--- config.mk ---
export PLATFORM = sky130hd
export DESIGN_NAME = uart_rx
export DESIGN_NICKNAME = d
export VERILOG_FILES = /design/src/rtl/uart_rx.sv
export SDC_FILE = /design/constraint.sdc
export NUM_CORES = 1
export LEC_CHECK = 0
export CAP_MARGIN = 30
export CORE_UTILIZATION = 57
export DETAILED_ROUTE_END_ITERATION = 8
export HOLD_SLACK_MARGIN = 0.1
export PLACE_DENSITY_LB_ADDON = 0.2
export SYNTH_ARGS = -nofsm -noshare
export SYNTH_HDL_FRONTEND = slang
export SYNTH_SLANG_ARGS = --single-unit
--- constraint.sdc ---
create_clock -name clk -period 2.45 [get_ports clk]
set_input_delay 0.49 -clock clk [delete_from_list [all_inputs] [get_ports clk]]
set_output_delay 0.49 -clock clk [all_outputs]
set_load 0.01 [all_outputs]
--- src/rtl/uart_rx.sv ---
// 8N1 UART receiver: 2-flop synchroniser, mid-bit start check,
// centre sampling of 8 data bits, stop-bit check with break hold-off.
module uart_rx #(
  parameter int CLK_HZ = 100_000_000,
  parameter int BAUD   = 9600
) (
  input  logic       clk,
  input  logic       rst_n,
  input  logic       rxd,
  output logic [7:0] rx_data,
  output logic       rx_valid,
  output logic       rx_frame_err,
  output logic       rx_busy
);

  localparam int CLKS_PER_BIT = CLK_HZ / BAUD;
  localparam int HALF_BIT     = CLKS_PER_BIT / 2;
  localparam int CW =
    (CLKS_PER_BIT > 1) ? $clog2(CLKS_PER_BIT) : 1;

  localparam logic [CW-1:0] HALF_M1 = CW'(HALF_BIT - 1);
  localparam logic [CW-1:0] BIT_M1  = CW'(CLKS_PER_BIT - 1);

  typedef enum logic [2:0] {
    S_IDLE,
    S_START,
    S_DATA,
    S_STOP,
    S_BREAK
  } state_t;

  state_t        state, state_d;
  logic          rxd_m, rxd_s;
  logic [CW-1:0] clk_cnt, cnt_d;
  logic [2:0]    bit_idx, idx_d;
  logic [7:0]    shift_reg, shift_d;
  logic [7:0]    data_d;
  logic          valid_d, err_d;

  // Two-stage synchroniser; idles high so reset never looks like a start.
  always_ff @(posedge clk) begin
    if (!rst_n) begin
      rxd_m <= 1'b1;
      rxd_s <= 1'b1;
    end else begin
      rxd_m <= rxd;
      rxd_s <= rxd_m;
    end
  end

  // State, datapath and registered strobes.
  always_ff @(posedge clk) begin
    if (!rst_n) begin
      state        <= S_IDLE;
      clk_cnt      <= '0;
      bit_idx      <= '0;
      shift_reg    <= '0;
      rx_data      <= '0;
      rx_valid     <= 1'b0;
      rx_frame_err <= 1'b0;
    end else begin
      state        <= state_d;
      clk_cnt      <= cnt_d;
      bit_idx      <= idx_d;
      shift_reg    <= shift_d;
      rx_data      <= data_d;
      rx_valid     <= valid_d;
      rx_frame_err <= err_d;
    end
  end

  // Next-state and datapath decode.
  always_comb begin
    state_d = state;
    cnt_d   = clk_cnt;
    idx_d   = bit_idx;
    shift_d = shift_reg;
    data_d  = rx_data;
    valid_d = 1'b0;
    err_d   = 1'b0;
    case (state)
      S_IDLE: begin
        cnt_d = '0;
        if (!rxd_s) begin
          state_d = S_START;
        end
      end
      S_START: begin
        cnt_d = clk_cnt + CW'(1);
        if (clk_cnt == HALF_M1) begin
          cnt_d = '0;
          idx_d = '0;
          if (!rxd_s) begin
            state_d = S_DATA;
          end else begin
            state_d = S_IDLE;
          end
        end
      end
      S_DATA: begin
        cnt_d = clk_cnt + CW'(1);
        if (clk_cnt == BIT_M1) begin
          cnt_d   = '0;
          shift_d = {rxd_s, shift_reg[7:1]};
          if (bit_idx == 3'd7) begin
            state_d = S_STOP;
          end else begin
            idx_d = bit_idx + 3'd1;
          end
        end
      end
      S_STOP: begin
        cnt_d = clk_cnt + CW'(1);
        if (clk_cnt == BIT_M1) begin
          cnt_d = '0;
          if (rxd_s) begin
            data_d  = shift_reg;
            valid_d = 1'b1;
            state_d = S_IDLE;
          end else begin
            err_d   = 1'b1;
            state_d = S_BREAK;
          end
        end
      end
      S_BREAK: begin
        cnt_d = '0;
        if (rxd_s) begin
          state_d = S_IDLE;
        end
      end
      default: begin
        state_d = S_IDLE;
        cnt_d   = '0;
      end
    endcase
  end

  assign rx_busy = (state != S_IDLE);

endmodule

==> results of run 1 <==
-- worst max-delay path: cells and delay by family, from the launching register on --
kind / cells / cell delay, ps
buf+inv: 1 / 230
flops: 1 / 390
mux: 1 / 200
simple gates: 4 / 1230
-- cells by family after synthesis --
logic type,synth area share [%]
AOI/OAI and AO/OA,5.92
xor gates and xnor gates,5.85
adders and majority gates,2.79
buffers and inverters,3.21
DFF,44.6
muxes,7.80
and+or+nand+nor,29.8
-- stage by stage --
stage | hold WS, ps | cells | area [sq um] | power (mW)
CTS | 436 | 255 | 2050 | 1.28
global route | 461 | 255 | 2050 | 1.33
finish | 432 | 255 | 2050 | 1.28
detailed placement | 401 | 247 | 1960 | 0.823
floorplan | 386 | 196 | 1800 | 0.790
global placement | 402 | 247 | 1960 | 0.820
-- power breakdown --
| part | internal, mW | switching, mW |
|---|---|---|
| clock network | 0.244 | 0.221 |
| logic | 0.0673 | 0.0675 |
| registers | 0.660 | 0.0170 |
| total | 0.972 | 0.306 |
-- per-layer routing --
layer,vias up,track usage [%],wire [microns]
met5,-,0,0
met3,9,7.81,180
met1,643,26.9,1560
li1,695,-,-
met2,43,36.8,1590
met4,0,10.5,85
-- layout make-up --
class,instances,area (sq um)
Fill cell,263,977
Multi-Input combinational cell,144,937
Sequential cell,40,801
Timing Repair Buffer,17,160
Tap cell,44,55.1
Clock buffer,6,51.3
Clock inverter,2,38.8
Inverter,2,7.51
-- cell usage in the layout (no fill, tap or decap) --
cell type and instances:
xnor2_1 6, nand3b_1 4, nand4b_1 2, nor2b_1 8, and4b_1 1, or4b_4 1, a21boi_0 8, xor2_1 6
or3_2 1, dfxtp_1 40, buf_4 4, mux2i_1 14, nor2_1 22, nand2b_1 7, a21o_1 1, and4_1 1
clkdlybuf4s50_1 13, inv_1 2, and3_1 2, nand2_1 23, clkbuf_8 1, or4b_2 1, nand4_1 5, nor3_1 3
nor4_4 1, or2_2 2, ha_1 4, o311a_2 1, a211o_1 2, bufinv_16 1, o21ai_0 2, nor4_1 1
nand3_1 14, and2_1 1, clkinv_4 1, clkbuf_4 5
-- worst min path at each step --
| stage | start | end | slack, ps | depth (start not counted) |
|---|---|---|---|---|
| floorplan | rxd_m$_SDFF_PN1_ | rxd_s$_SDFF_PN1_ | 390 | 1 |
| global placement | rxd_m$_SDFF_PN1_ | rxd_s$_SDFF_PN1_ | 400 | 1 |
| global route | rxd_m$_SDFF_PN1_ | rxd_s$_SDFF_PN1_ | 460 | 1 |
| detailed placement | rxd_m$_SDFF_PN1_ | rxd_s$_SDFF_PN1_ | 400 | 1 |
| CTS | rxd_m$_SDFF_PN1_ | rxd_s$_SDFF_PN1_ | 440 | 1 |
| finish | rxd_m$_SDFF_PN1_ | rxd_s$_SDFF_PN1_ | 430 | 1 |
==> results.sh, run 1 <==
export IMPL_outcome="finished clean"
export IMPL_cp_end_kind="flip-flop"
export IMPL_synth_area_top_cells="dfxtp_1, mux2i_1, nand2_1"
export IMPL_fin_ws_ps=282
export IMPL_ant_nets=0
export IMPL_worst_endpoint_arrival_ps=2410
export IMPL_rsz0062_at_grt="false"
export IMPL_grt_max_degree=32
export IMPL_dp_slack_ps=322
export IMPL_core_area_sq_um=3030
export IMPL_maxSlewViolCount=0
export IMPL_clkTransAtPathRegs_ps=120
export IMPL_gp_congestion=0.915
export IMPL_r2r_cells=6
export IMPL_required_ps=2690
export IMPL_h_tree_depth=2
export IMPL_hold_viol_final=0
export IMPL_yosysUniqueCellTypes=34
export IMPL_r2r_end="bit_idx[2]$_SDFFE_PN0P_"
export IMPL_ys_warn_count=0
export IMPL_n_antenna_cell=0
export IMPL_crit_type="reg -> reg"
export IMPL_ios=14
export IMPL_grt_pass1_vias=1280
export IMPL_postCtsHoldBufs=0
export IMPL_crit_start="clk_cnt[6]$_SDFF_PN0_"
export IMPL_relSlewSlack_pct=71.6
export IMPL_cts_buffer_depth=2
export IMPL_rows=20
export IMPL_fmax_mhz=461
export IMPL_post_route_period_util_pct=88.5
export IMPL_post_drt_wl_per_cell_microns=13.4
export IMPL_dpl_hpwl_microns=2350
export IMPL_synth_nets=203
export IMPL_fin_util_pct=67.7
export IMPL_yosysTopAreaCellShare_pct=44.6
export IMPL_wirelength_microns=3410
export IMPL_max_stage_delay_ps=550
export IMPL_cts_resized_gates=0
export IMPL_avgSynthCellArea_sq_um=9.16
export IMPL_finalCriticalPeriod_ps=2170
export IMPL_die_area_sq_um=3380
export IMPL_clockRootBuffer="clkbuf_4"
export IMPL_firstDrtPassIters=4
export IMPL_synth_top_area_cell="dfxtp_1"
export IMPL_critPathSlowestCell="or4b_4"
export IMPL_track_usage_pct=22.7
export IMPL_worst_slew_pin_slew_ps=426
export IMPL_netlist_area_sq_um=1800
export IMPL_route_detailed_drc=0
export IMPL_power_static_leakage_nw=0.702
export IMPL_grt_ovfl_total=0
export IMPL_min_path_type="reg -> reg"
export IMPL_nNetsFinal=217
export IMPL_largest_reg_flops=14
export IMPL_finalSetupViolations=0
export IMPL_clock_latency_ps=350
export IMPL_initial_utilization_pct=59.3
export IMPL_dieWidth_microns=58.1
export IMPL_numClockSinks=40
export IMPL_ys_seq_area_share_pct=44.6
export IMPL_postSynthCellCount=196
export IMPL_path_cells="or4b_4 > nor4_4 > buf_4 > nand2b_1 > nand4b_1 > mux2i_1"
export IMPL_worstReg2RegStart="clk_cnt[6]$_SDFF_PN0_"
export IMPL_vias_per_cell=5.45
export IMPL_cts_buffers=5
export IMPL_drv_cap=0
export IMPL_drive_above_1_share_pct=9.00
export IMPL_vias=1390
export IMPL_finClkSkew_ps=6.48
export IMPL_vdd_ir_drop_max_mv=0.390
export IMPL_post_cts_buffers=0
export IMPL_ys_seq_elements=40
export IMPL_yosys_cell_count_top_type="dfxtp_1"
export IMPL_p_per_area_nw_per_um2=623
export IMPL_fin_tns_setup_ps=0
export IMPL_synth_common_cells="dfxtp_1, nand2_1, nor2_1, mux2i_1, nand3_1"
export IMPL_area_delta_synth_final_pct=14.2
export IMPL_startpoint_type="flip-flop"
export IMPL_cts_tree="built"
export IMPL_drt_first_iter_violations=66
export IMPL_synth_edf_count=0
export IMPL_portBuffers=13
export IMPL_worstPathMaxFanout=11
export IMPL_grt_pass1_wl_microns=5720
export IMPL_synth_main_ff_cell="dfxtp_1"
export IMPL_die_y_microns=58.1
export IMPL_antenna_found_initial=0
export IMPL_cp_endpoint="bit_idx[2]$_SDFFE_PN0P_"
export IMPL_r2r_slack_ps=280
export IMPL_synth_async_sr_flop_share_pct=0
Note: power is estimated with default switching activity, not from simulation.
==> run 2: changes to the inputs <==
- clock period: 2.45 -> 2.3 ns (I/O delays scaled with it)
==> run 2 against run 1 <==
Against the previous run: cell area rose by 0.37%; global-route usage fell by 0.49 points; die area did not move; combinational power rose by 7%; via count fell by 0.36%; count of clock-buffer cells in the layout did not move; worst setup slack got worse by 100 ps; hold slack got worse by 4.8 ps; clock power rose by 7.1%; first-iteration DRC count rose by 32%; sequential power rose by 6.4%; critical path depth did not move; largest cell class unchanged; largest power group unchanged.
==> results.sh, run 2 (synthesized netlist as in run 1, its figures left out) <==
export IMPL_outcome="finished clean"
export IMPL_post_route_period_util_pct=92.3
export IMPL_r2r_end="bit_idx[1]$_SDFFE_PN0P_"
export IMPL_drv_cap=0
export IMPL_grt_pass1_vias=1303
export IMPL_hold_viol_final=0
export IMPL_p_per_area_nw_per_um2=662
export IMPL_finClkSkew_ps=12.6
export IMPL_n_antenna_cell=0
export IMPL_area_delta_synth_final_pct=14.6
export IMPL_seqPwrFrac_pct=52.9
export IMPL_maxSlewViolCount=0
export IMPL_max_stage_delay_ps=560
export IMPL_gp_congestion=0.905
export IMPL_fin_tns_setup_ps=0
export IMPL_drt_first_iter_violations=87
export IMPL_ios=14
export IMPL_die_y_microns=58.1
export IMPL_track_usage_pct=22.2
export IMPL_h_tree_depth=2
export IMPL_post_cts_buffers=0
export IMPL_min_path_type="reg -> reg"
export IMPL_largest_reg_flops=14
export IMPL_fmax_mhz=471
export IMPL_grt_ovfl_total=0
export IMPL_cts_buffer_depth=2
export IMPL_worstReg2RegStart="clk_cnt[10]$_SDFF_PN0_"
export IMPL_finalCriticalPeriod_ps=2120
export IMPL_r2r_cells=6
export IMPL_power_static_leakage_nw=0.706
export IMPL_min_delay_start="rxd_m$_SDFF_PN1_"
export IMPL_cts_buffers=5
export IMPL_critPathBufInv=1
export IMPL_crit_type="reg -> reg"
export IMPL_p_int_mw=1.04
export IMPL_ant_nets=0
export IMPL_startpoint_type="flip-flop"
export IMPL_clkTransAtPathRegs_ps=120
export IMPL_cp_end_kind="flip-flop"
export IMPL_switchingPower_mw=0.327
export IMPL_initial_utilization_pct=59.3
export IMPL_nFillCells=266
export IMPL_r2r_slack_ps=180
export IMPL_wirelength_microns=3380
export IMPL_layout_common_cells="dfxtp_1, nand2_1, nor2_1"
export IMPL_drive_above_1_share_pct=9.43
export IMPL_layout_commonest_cell="dfxtp_1"
export IMPL_critical_path_top_delay_family="simple AND/OR/NAND/NOR gates"
export IMPL_finalSetupViolations=0
export IMPL_required_ps=2560
export IMPL_rows=20
export IMPL_power_frac_comb_pct=10.6
export IMPL_rsz0062_at_grt="false"
export IMPL_grt_pass1_wl_microns=5650
export IMPL_worst_path_stages=6
export IMPL_clockPowerShare_pct=36.5
export IMPL_dieWidth_microns=58.1
export IMPL_post_drt_wl_per_cell_microns=13.2
export IMPL_path_cells="or4b_4 > nor4_4 > buf_4 > nand2b_1 > nand4b_1 > mux2i_1"
export IMPL_nNetsFinal=218
export IMPL_critPathSlowestCell="or4b_4"
export IMPL_vias=1385
export IMPL_hold_path_end="rxd_s$_SDFF_PN1_"
export IMPL_grt_max_degree=32
export IMPL_core_area_sq_um=3030
export IMPL_worst_slew_pin_slew_ps=593
export IMPL_vdd_ir_drop_max_mv=0.370
export IMPL_p_total_mw=1.36
export IMPL_die_area_sq_um=3380
export IMPL_clock_latency_ps=370
export IMPL_relSlewSlack_pct=60.1
export IMPL_antenna_found_initial=0
export IMPL_clockRootBuffer="clkbuf_4"
export IMPL_vias_per_cell=5.41
export IMPL_dpl_hpwl_microns=2350
export IMPL_route_detailed_drc=0
export IMPL_cts_tree="built"
export IMPL_cts_resized_gates=0
export IMPL_postCtsHoldBufs=0
export IMPL_firstDrtPassIters=4
export IMPL_min_path_cells=1
export IMPL_worstPathMaxFanout=10
export IMPL_worst_endpoint_arrival_ps=2380
export IMPL_netSwitchingFraction_pct=24.0
export IMPL_portBuffers=13
export IMPL_numClockSinks=40
run 2: cell count changes in the layout (fill, tap and decap cells not counted), sizes merged:
cell  before  now
buf        4    5
run 2: power groups by stage:
stage	combinational [mW]	sequential [mW]	clock, mW
5_1_grt	0.160	0.722	0.538
3_5_place_dp	0.143	0.736	0
4_1_cts	0.145	0.720	0.511
3_3_place_gp	0.138	0.735	0
2_1_floorplan	0.119	0.722	0
6_report	0.145	0.720	0.498
run 2: routing by layer:
metal / track usage [%] / wire length, microns
met5: 0 / 0
met2: 35.6 / 1580
met4: 8.50 / 44
met3: 8.04 / 146
met1: 27.1 / 1600
run 2: worst max path at each step:
stage,to,startpoint
after floorplan,clk_cnt[13]$_SDFF_PN0_,clk_cnt[11]$_SDFF_PN0_
after global placement,bit_idx[0]$_SDFFE_PN0P_,clk_cnt[6]$_SDFF_PN0_
after detailed placement,bit_idx[1]$_SDFFE_PN0P_,clk_cnt[10]$_SDFF_PN0_
after CTS,bit_idx[2]$_SDFFE_PN0P_,clk_cnt[10]$_SDFF_PN0_
after global routing,bit_idx[2]$_SDFFE_PN0P_,clk_cnt[10]$_SDFF_PN0_
final,bit_idx[1]$_SDFFE_PN0P_,clk_cnt[10]$_SDFF_PN0_
run 2: per-stage QoR:
stage | setup WS (ps) | utilization [%] | std cells | hold slack, ps | instance area [sq um]
global placement | 287 | 65.0 | 248 | 401 | 1970
global route | 32.7 | 68.0 | 256 | 458 | 2060
finish | 177 | 68.0 | 256 | 427 | 2060
floorplan | 450 | - | 196 | 386 | 1800
CTS | 174 | 68.0 | 256 | 437 | 2060
detailed placement | 199 | 65.0 | 248 | 397 | 1970
run 2: layout make-up:
| type | instances | area [sq um] | share of cell area (%) |
|---|---|---|---|
| multi-input cells | 144 | 937 | 45.5 |
| repair buffers | 18 | 168 | 8.15 |
| flip-flops and latches | 40 | 801 | 38.9 |
| clock buffers | 6 | 51.3 | 2.49 |
| well taps | 44 | 55.1 | 2.67 |
| inverters | 2 | 7.51 | 0.365 |
| clock inverters | 2 | 38.8 | 1.88 |
==> run 3: changes to the inputs <==
- CAP_MARGIN: 30 -> unset
==> results of run 3 <==
Same layout as run 2: the final DEF is identical, and so are final timing and power.
